**src/rtl/lfsr_pkg.sv**
```systemverilog
// Shared types and constants for the LFSR random generator.
// Tap masks give maximal-length sequences for common widths.
package lfsr_pkg;

  typedef enum logic {
    FILL = 1'b0,
    HOLD = 1'b1
  } fsm_state_e;

  localparam logic [3:0]  TAPS_W4  = 4'hC;
  localparam logic [7:0]  TAPS_W8  = 8'hB8;
  localparam logic [15:0] TAPS_W16 = 16'hB400;
  localparam logic [31:0] TAPS_W32 = 32'h80200003;

endpackage

```
**src/rtl/lfsr_core.sv**
```systemverilog
// Fibonacci LFSR register with feedback XOR, load mux and zero detect.
// A load takes precedence over a step in the same cycle.
module lfsr_core
  import lfsr_pkg::*;
#(
  parameter int unsigned      WIDTH = 16,
  parameter logic [WIDTH-1:0] TAPS  = TAPS_W16,
  parameter logic [WIDTH-1:0] SEED  = 16'hACE1
) (
  input  logic             clock,
  input  logic             reset,
  input  logic             step,
  input  logic             load,
  input  logic [WIDTH-1:0] load_val,
  output logic [WIDTH-1:0] state,
  output logic             zero
);

  logic [WIDTH-1:0] lfsr_q;
  logic [WIDTH-1:0] lfsr_d;

  always_comb begin
    lfsr_d = lfsr_q;
    if (load) begin
      lfsr_d = load_val;
    end else if (step) begin
      lfsr_d = {lfsr_q[WIDTH-2:0], ^(lfsr_q & TAPS)};
    end
  end

  always_ff @(posedge clock) begin
    if (reset) begin
      lfsr_q <= SEED;
    end else begin
      lfsr_q <= lfsr_d;
    end
  end

  assign state = lfsr_q;
  assign zero  = (lfsr_q == '0);

endmodule

```
**src/rtl/lfsr_rng_gen.sv**
```systemverilog
// Random sample generator: LFSR shifted STEPS times per OUT_W-bit sample,
// delivered over valid/ready, with reseeding and all-zero lockup recovery.
module lfsr_rng_gen
  import lfsr_pkg::*;
#(
  parameter int unsigned      WIDTH = 16,
  parameter logic [WIDTH-1:0] TAPS  = TAPS_W16,
  parameter logic [WIDTH-1:0] SEED  = 16'hACE1,
  parameter int unsigned      OUT_W = 4,
  parameter int unsigned      STEPS = 8
) (
  input  logic             clock,
  input  logic             reset,
  input  logic             enable,
  input  logic             seed_load,
  input  logic [WIDTH-1:0] seed_in,
  input  logic             rnd_ready,
  output logic             rnd_valid,
  output logic [OUT_W-1:0] rnd,
  output logic             lockup
);

  localparam int unsigned      CNT_W = $clog2(STEPS + 1);
  localparam logic [CNT_W-1:0] LAST  = CNT_W'(STEPS - 1);

  if (WIDTH < 3 || WIDTH > 32) begin : g_err_width
    $error("lfsr_rng_gen: WIDTH must be in 3..32");
  end
  if (SEED == '0) begin : g_err_seed
    $error("lfsr_rng_gen: SEED must be non-zero");
  end
  if (TAPS[WIDTH-1] == 1'b0) begin : g_err_taps
    $error("lfsr_rng_gen: TAPS[WIDTH-1] must be set");
  end
  if (OUT_W < 1 || OUT_W > WIDTH) begin : g_err_out_w
    $error("lfsr_rng_gen: OUT_W must be in 1..WIDTH");
  end
  if (STEPS < 1) begin : g_err_steps
    $error("lfsr_rng_gen: STEPS must be at least 1");
  end

  logic [WIDTH-1:0] lfsr_state;
  logic             lfsr_zero;
  logic             core_step;
  logic             core_load;
  logic [WIDTH-1:0] core_load_val;

  lfsr_core #(
    .WIDTH (WIDTH),
    .TAPS  (TAPS),
    .SEED  (SEED)
  ) u_core (
    .clock    (clock),
    .reset    (reset),
    .step     (core_step),
    .load     (core_load),
    .load_val (core_load_val),
    .state    (lfsr_state),
    .zero     (lfsr_zero)
  );

  // Low bits of the post-shift value, i.e. what the LFSR will hold after this edge.
  logic             fb;
  logic [OUT_W-1:0] sample_next;

  assign fb = ^(lfsr_state & TAPS);

  if (OUT_W == 1) begin : g_sample_1
    assign sample_next = fb;
  end else begin : g_sample_n
    assign sample_next = {lfsr_state[OUT_W-2:0], fb};
  end

  fsm_state_e       state_q, state_d;
  logic [CNT_W-1:0] count_q, count_d;
  logic [OUT_W-1:0] rnd_q, rnd_d;
  logic             rnd_valid_q, rnd_valid_d;
  logic             lockup_q, lockup_d;

  always_comb begin
    state_d       = state_q;
    count_d       = count_q;
    rnd_d         = rnd_q;
    rnd_valid_d   = rnd_valid_q;
    lockup_d      = 1'b0;
    core_step     = 1'b0;
    core_load     = 1'b0;
    core_load_val = seed_in;

    if (seed_load) begin
      core_load   = 1'b1;
      count_d     = '0;
      state_d     = FILL;
      rnd_valid_d = 1'b0;
      if (seed_in == '0) begin
        core_load_val = SEED;
        lockup_d      = 1'b1;
      end
    end else begin
      // Recovery replaces the shift for this cycle, so the count does not advance.
      if (lfsr_zero) begin
        core_load     = 1'b1;
        core_load_val = SEED;
        lockup_d      = 1'b1;
      end else begin
        core_step = enable;
      end

      case (state_q)
        FILL: begin
          if (core_step) begin
            if (count_q == LAST) begin
              rnd_d       = sample_next;
              rnd_valid_d = 1'b1;
              count_d     = '0;
              state_d     = HOLD;
            end else begin
              count_d = count_q + CNT_W'(1);
            end
          end
        end
        HOLD: begin
          if (rnd_valid_q && rnd_ready) begin
            rnd_valid_d = 1'b0;
            state_d     = FILL;
          end
        end
        default: state_d = FILL;
      endcase
    end
  end

  always_ff @(posedge clock) begin
    if (reset) begin
      state_q     <= FILL;
      count_q     <= '0;
      rnd_q       <= '0;
      rnd_valid_q <= 1'b0;
      lockup_q    <= 1'b0;
    end else begin
      state_q     <= state_d;
      count_q     <= count_d;
      rnd_q       <= rnd_d;
      rnd_valid_q <= rnd_valid_d;
      lockup_q    <= lockup_d;
    end
  end

  assign rnd       = rnd_q;
  assign rnd_valid = rnd_valid_q;
  assign lockup    = lockup_q;

endmodule

```
**config.mk**
```make
export PLATFORM = sky130hd
export DESIGN_NAME = lfsr_rng_gen
export DESIGN_NICKNAME = d
export VERILOG_FILES = /design/src/rtl/lfsr_pkg.sv /design/src/rtl/lfsr_core.sv /design/src/rtl/lfsr_rng_gen.sv
export SDC_FILE = /design/constraint.sdc
export NUM_CORES = 1
export LEC_CHECK = 0
export CORE_MARGIN = 2
export CORE_UTILIZATION = 46
export CTS_CLUSTER_DIAMETER = 200
export CTS_CLUSTER_SIZE = 30
export DETAILED_ROUTE_END_ITERATION = 10
export MAX_ROUTING_LAYER = met4
export PLACE_DENSITY_LB_ADDON = 0.2
export SYNTH_ARGS = -nofsm -noshare
export SYNTH_HDL_FRONTEND = slang
export SYNTH_SLANG_ARGS = --single-unit
```
**constraint.sdc**
```tcl
create_clock -name clock -period 1.7 [get_ports clock]
set_clock_uncertainty 0.1 [all_clocks]
set_input_delay 0.255 -clock clock [delete_from_list [all_inputs] [get_ports clock]]
set_output_delay 0.255 -clock clock [all_outputs]
set_load 0.02 [all_outputs]
```
==> run metrics <==
Distinct cells, synth=38; vias in the first global route=1447; R2R Setup Slk=-0.19 ns; WL/cell=18.2 um; post-synth top area cell=dfxtp_1; fin. max-slew vios=0; Pwr Density=610 mW/mm^2; max cap viols=0; status=finished with violations; Synth Warn #=0; final global-route overflow total=0; core area=0.00283 sq mm; worst setup path class=flip-flop to flip-flop; post-DR vias/cell=6.03; Worst setup EP type=flip-flop; Seq/Total Area, Yosys=38.7%; largest family of logic cells by synthesized area=compound AO/OA/AOI/OAI gates; Synth top area share=38.7%; Detailed Place HPWL=2.89 mm; path depth of the worst reg2reg path=8; worst-path fanout max=6; RePlAce Congestion=0.854; post-synthesis register bit count=27; Mapped Cells=152; Die H=59.1 um; CTS tree=built; first-pass GRT wire length=6.48 mm; P_leak=0.969 nW; Worst Path Required=1.90 ns; failing checks=setup timing; Inserted Clock Buffers=3; min-delay src=seed_in[13]; Area Growth Syn to Fin=57.9%; mux contribution to synthesized area=7.00%; Startpoint Class=flip-flop; worst-case hold path end point=u_core.state[13]; final hold viol count=0; layout cells sized above 1=41.0%; Synth Flop Type=dfxtp_1; Final ANT Viol Nets=0; worst hold path class=input port to flip-flop; simple-gate portion of the synthesized area=20.6%; Period minus WS final=1.89 ns; commonest non-fill, non-tap cells in the layout=buf_4, nand2_1, dfxtp_1; Synth Area in Compound Gates=24.5%; Rows=19; DP Worst Slack=-0.600 ns; maximum clock rate=0.530 GHz; Mapped Area=0.00140 sq mm; Die Wd=59.1 um; Slew headroom=75.0%; initial core utilization=49.3%; vias=1526; die area=0.00349 sq mm; largest cells by area after synthesis=dfxtp_1, nand2_1, a21oi_1; worst skew pair latency=0.35 ns; Tot GR Track Use=25.2%; # DRC=0; H-Tree Depth=1; I/O Pins=27; 1st-iter DRT viols=62; asr flop ratio synth=0%; Peak VDD IR=0.386 mV; synthesized area per cell=9.18 sq um; Total Routed Length=4.59 mm; Tightest Pin Transition=0.372 ns; pin count of the biggest net entering global routing=20; RSZ-0062 raised after global routing=true; TritonRoute pass-1 iters=4; clock root buffer=clkbuf_4; clk sinks=27; Critical Path AT=2.09 ns; # diodes=0; RR Endpoint=count_q[3]; PnR worst setup slack=-0.187 ns; ratio of final minimum period to clock period=111%; clock buffer depth=2; reg2reg start=u_core.state[12]; Port-buffer cells=26; Hold Path Depth=3; Tot Pwr=1.34 mW; Nets=246; most common library cell in the layout ignoring fill and taps=buf_4; # setup viols final=23; count of flip-flops with a built-in enable after synthesis=0; post-synthesis adder-cell area fraction=1.79%; initial antenna violation count=0; xor and xnor area share after synthesis=1.26%; Reg clk slew, reported paths=0.17 ns; Mapped Nets=175
-- stage by stage --
step / std cells / TNS [ns] / cell area (sq um) / util (%) / hold WS, ns
2_1_floorplan: 152 / -0.242 / 1410 / - / 0.234
3_3_place_gp: 234 / -6.98 / 1890 / 66.7 / 0.346
3_5_place_dp: 234 / -8.47 / 1890 / 66.7 / 0.356
4_1_cts: 244 / -1.67 / 1990 / 70.2 / 0.167
5_1_grt: 253 / -2.83 / 2200 / 77.9 / 0.163
6_report: 253 / -2.02 / 2200 / 77.9 / 0.170
-- layer usage --
metal | wire length [um] | vias up | global-route usage, %
li1 | - | 714 | -
met1 | 1720 | 715 | 28.3
met2 | 2420 | 79 | 46.0
met3 | 311 | 18 | 2.18
met4 | 143 | 0 | 9.74
met5 | 0 | - | -
-- logic make-up (layout without fill, tap and decap cells) --
logic type | after synthesis | after routing
AND/OR/NAND/NOR | 52 | 52
AO/OA/AOI/OAI | 47 | 47
flip-flops | 27 | 27
buffers and inverters | 13 | 83
multiplexers | 9 | 9
adder cells (fa/ha/maj) | 2 | 2
XOR/XNOR | 2 | 2
-- final cells by class --
cell class	instances	area, sq um
Sequential cell	27	543
Multi-Input combinational cell	112	921
Clock inverter	1	7.51
Fill cell	188	626
Tap cell	31	38.8
Clock buffer	3	22.5
Timing Repair Buffer	73	648
Inverter	6	22.5
-- synth_stat cells, drive strengths merged (2+ instances only) --
cell type  instances
or3                2
xnor2              2
nor2               2
a21oi             14
clkbuf             4
inv                6
a41oi              2
dfxtp             27
ha                 2
a41o               2
nor4               2
nor3               7
nand2             29
or4                5
buf                3
o21ai              9
o22ai              7
mux2               6
o31ai              6
mux2i              3
-- timing repair --
action | in CTS | in global routing
setup endpoints to repair | 25 | 32
gates cloned | 1 | 1
resized for setup | 30 | 37
hold buffers | 0 | 0
setup buffers | 5 | 9
pin swaps | 14 | 22
-- power breakdown --
group | switching, mW | leakage [nW] | internal (mW)
Combinational | 0.160 | 0.733 | 0.185
Clock | 0.211 | 0.0139 | 0.0903
Sequential | 0.0325 | 0.222 | 0.664
-- critical path, cell delays in order, from the launching register on --
cell and delay [ns]:
dfxtp_2 0.38, inv_2 0.06, ha_4 0.15, nor4b_4 0.12
buf_4 0.16, buf_6 0.11, a41o_4 0.22, or4_4 0.42
a21oi_2 0.12
-- flip-flops by register name (all words and copies together), names as in the netlist --
| signal | cells |
|---|---|
| rnd_valid | 1 |
| u_core.state | 16 |
| lockup | 1 |
| count_q | 4 |
| state_q | 1 |
| rnd | 4 |
-- worst max-delay path by stage --
stage	slack, ns	endpoint	startpoint	cells after the start
floorplan	-0.10	u_core.state[8]	seed_in[10]	4
global placement	-0.53	u_core.state[8]	seed_in[10]	5
detailed placement	-0.60	u_core.state[8]	seed_in[10]	5
CTS	-0.13	u_core.state[12]	u_core.state[12]	7
global route	-0.24	count_q[3]	u_core.state[12]	8
finish	-0.19	count_q[3]	u_core.state[12]	8
(Power assumes the default switching activity.)
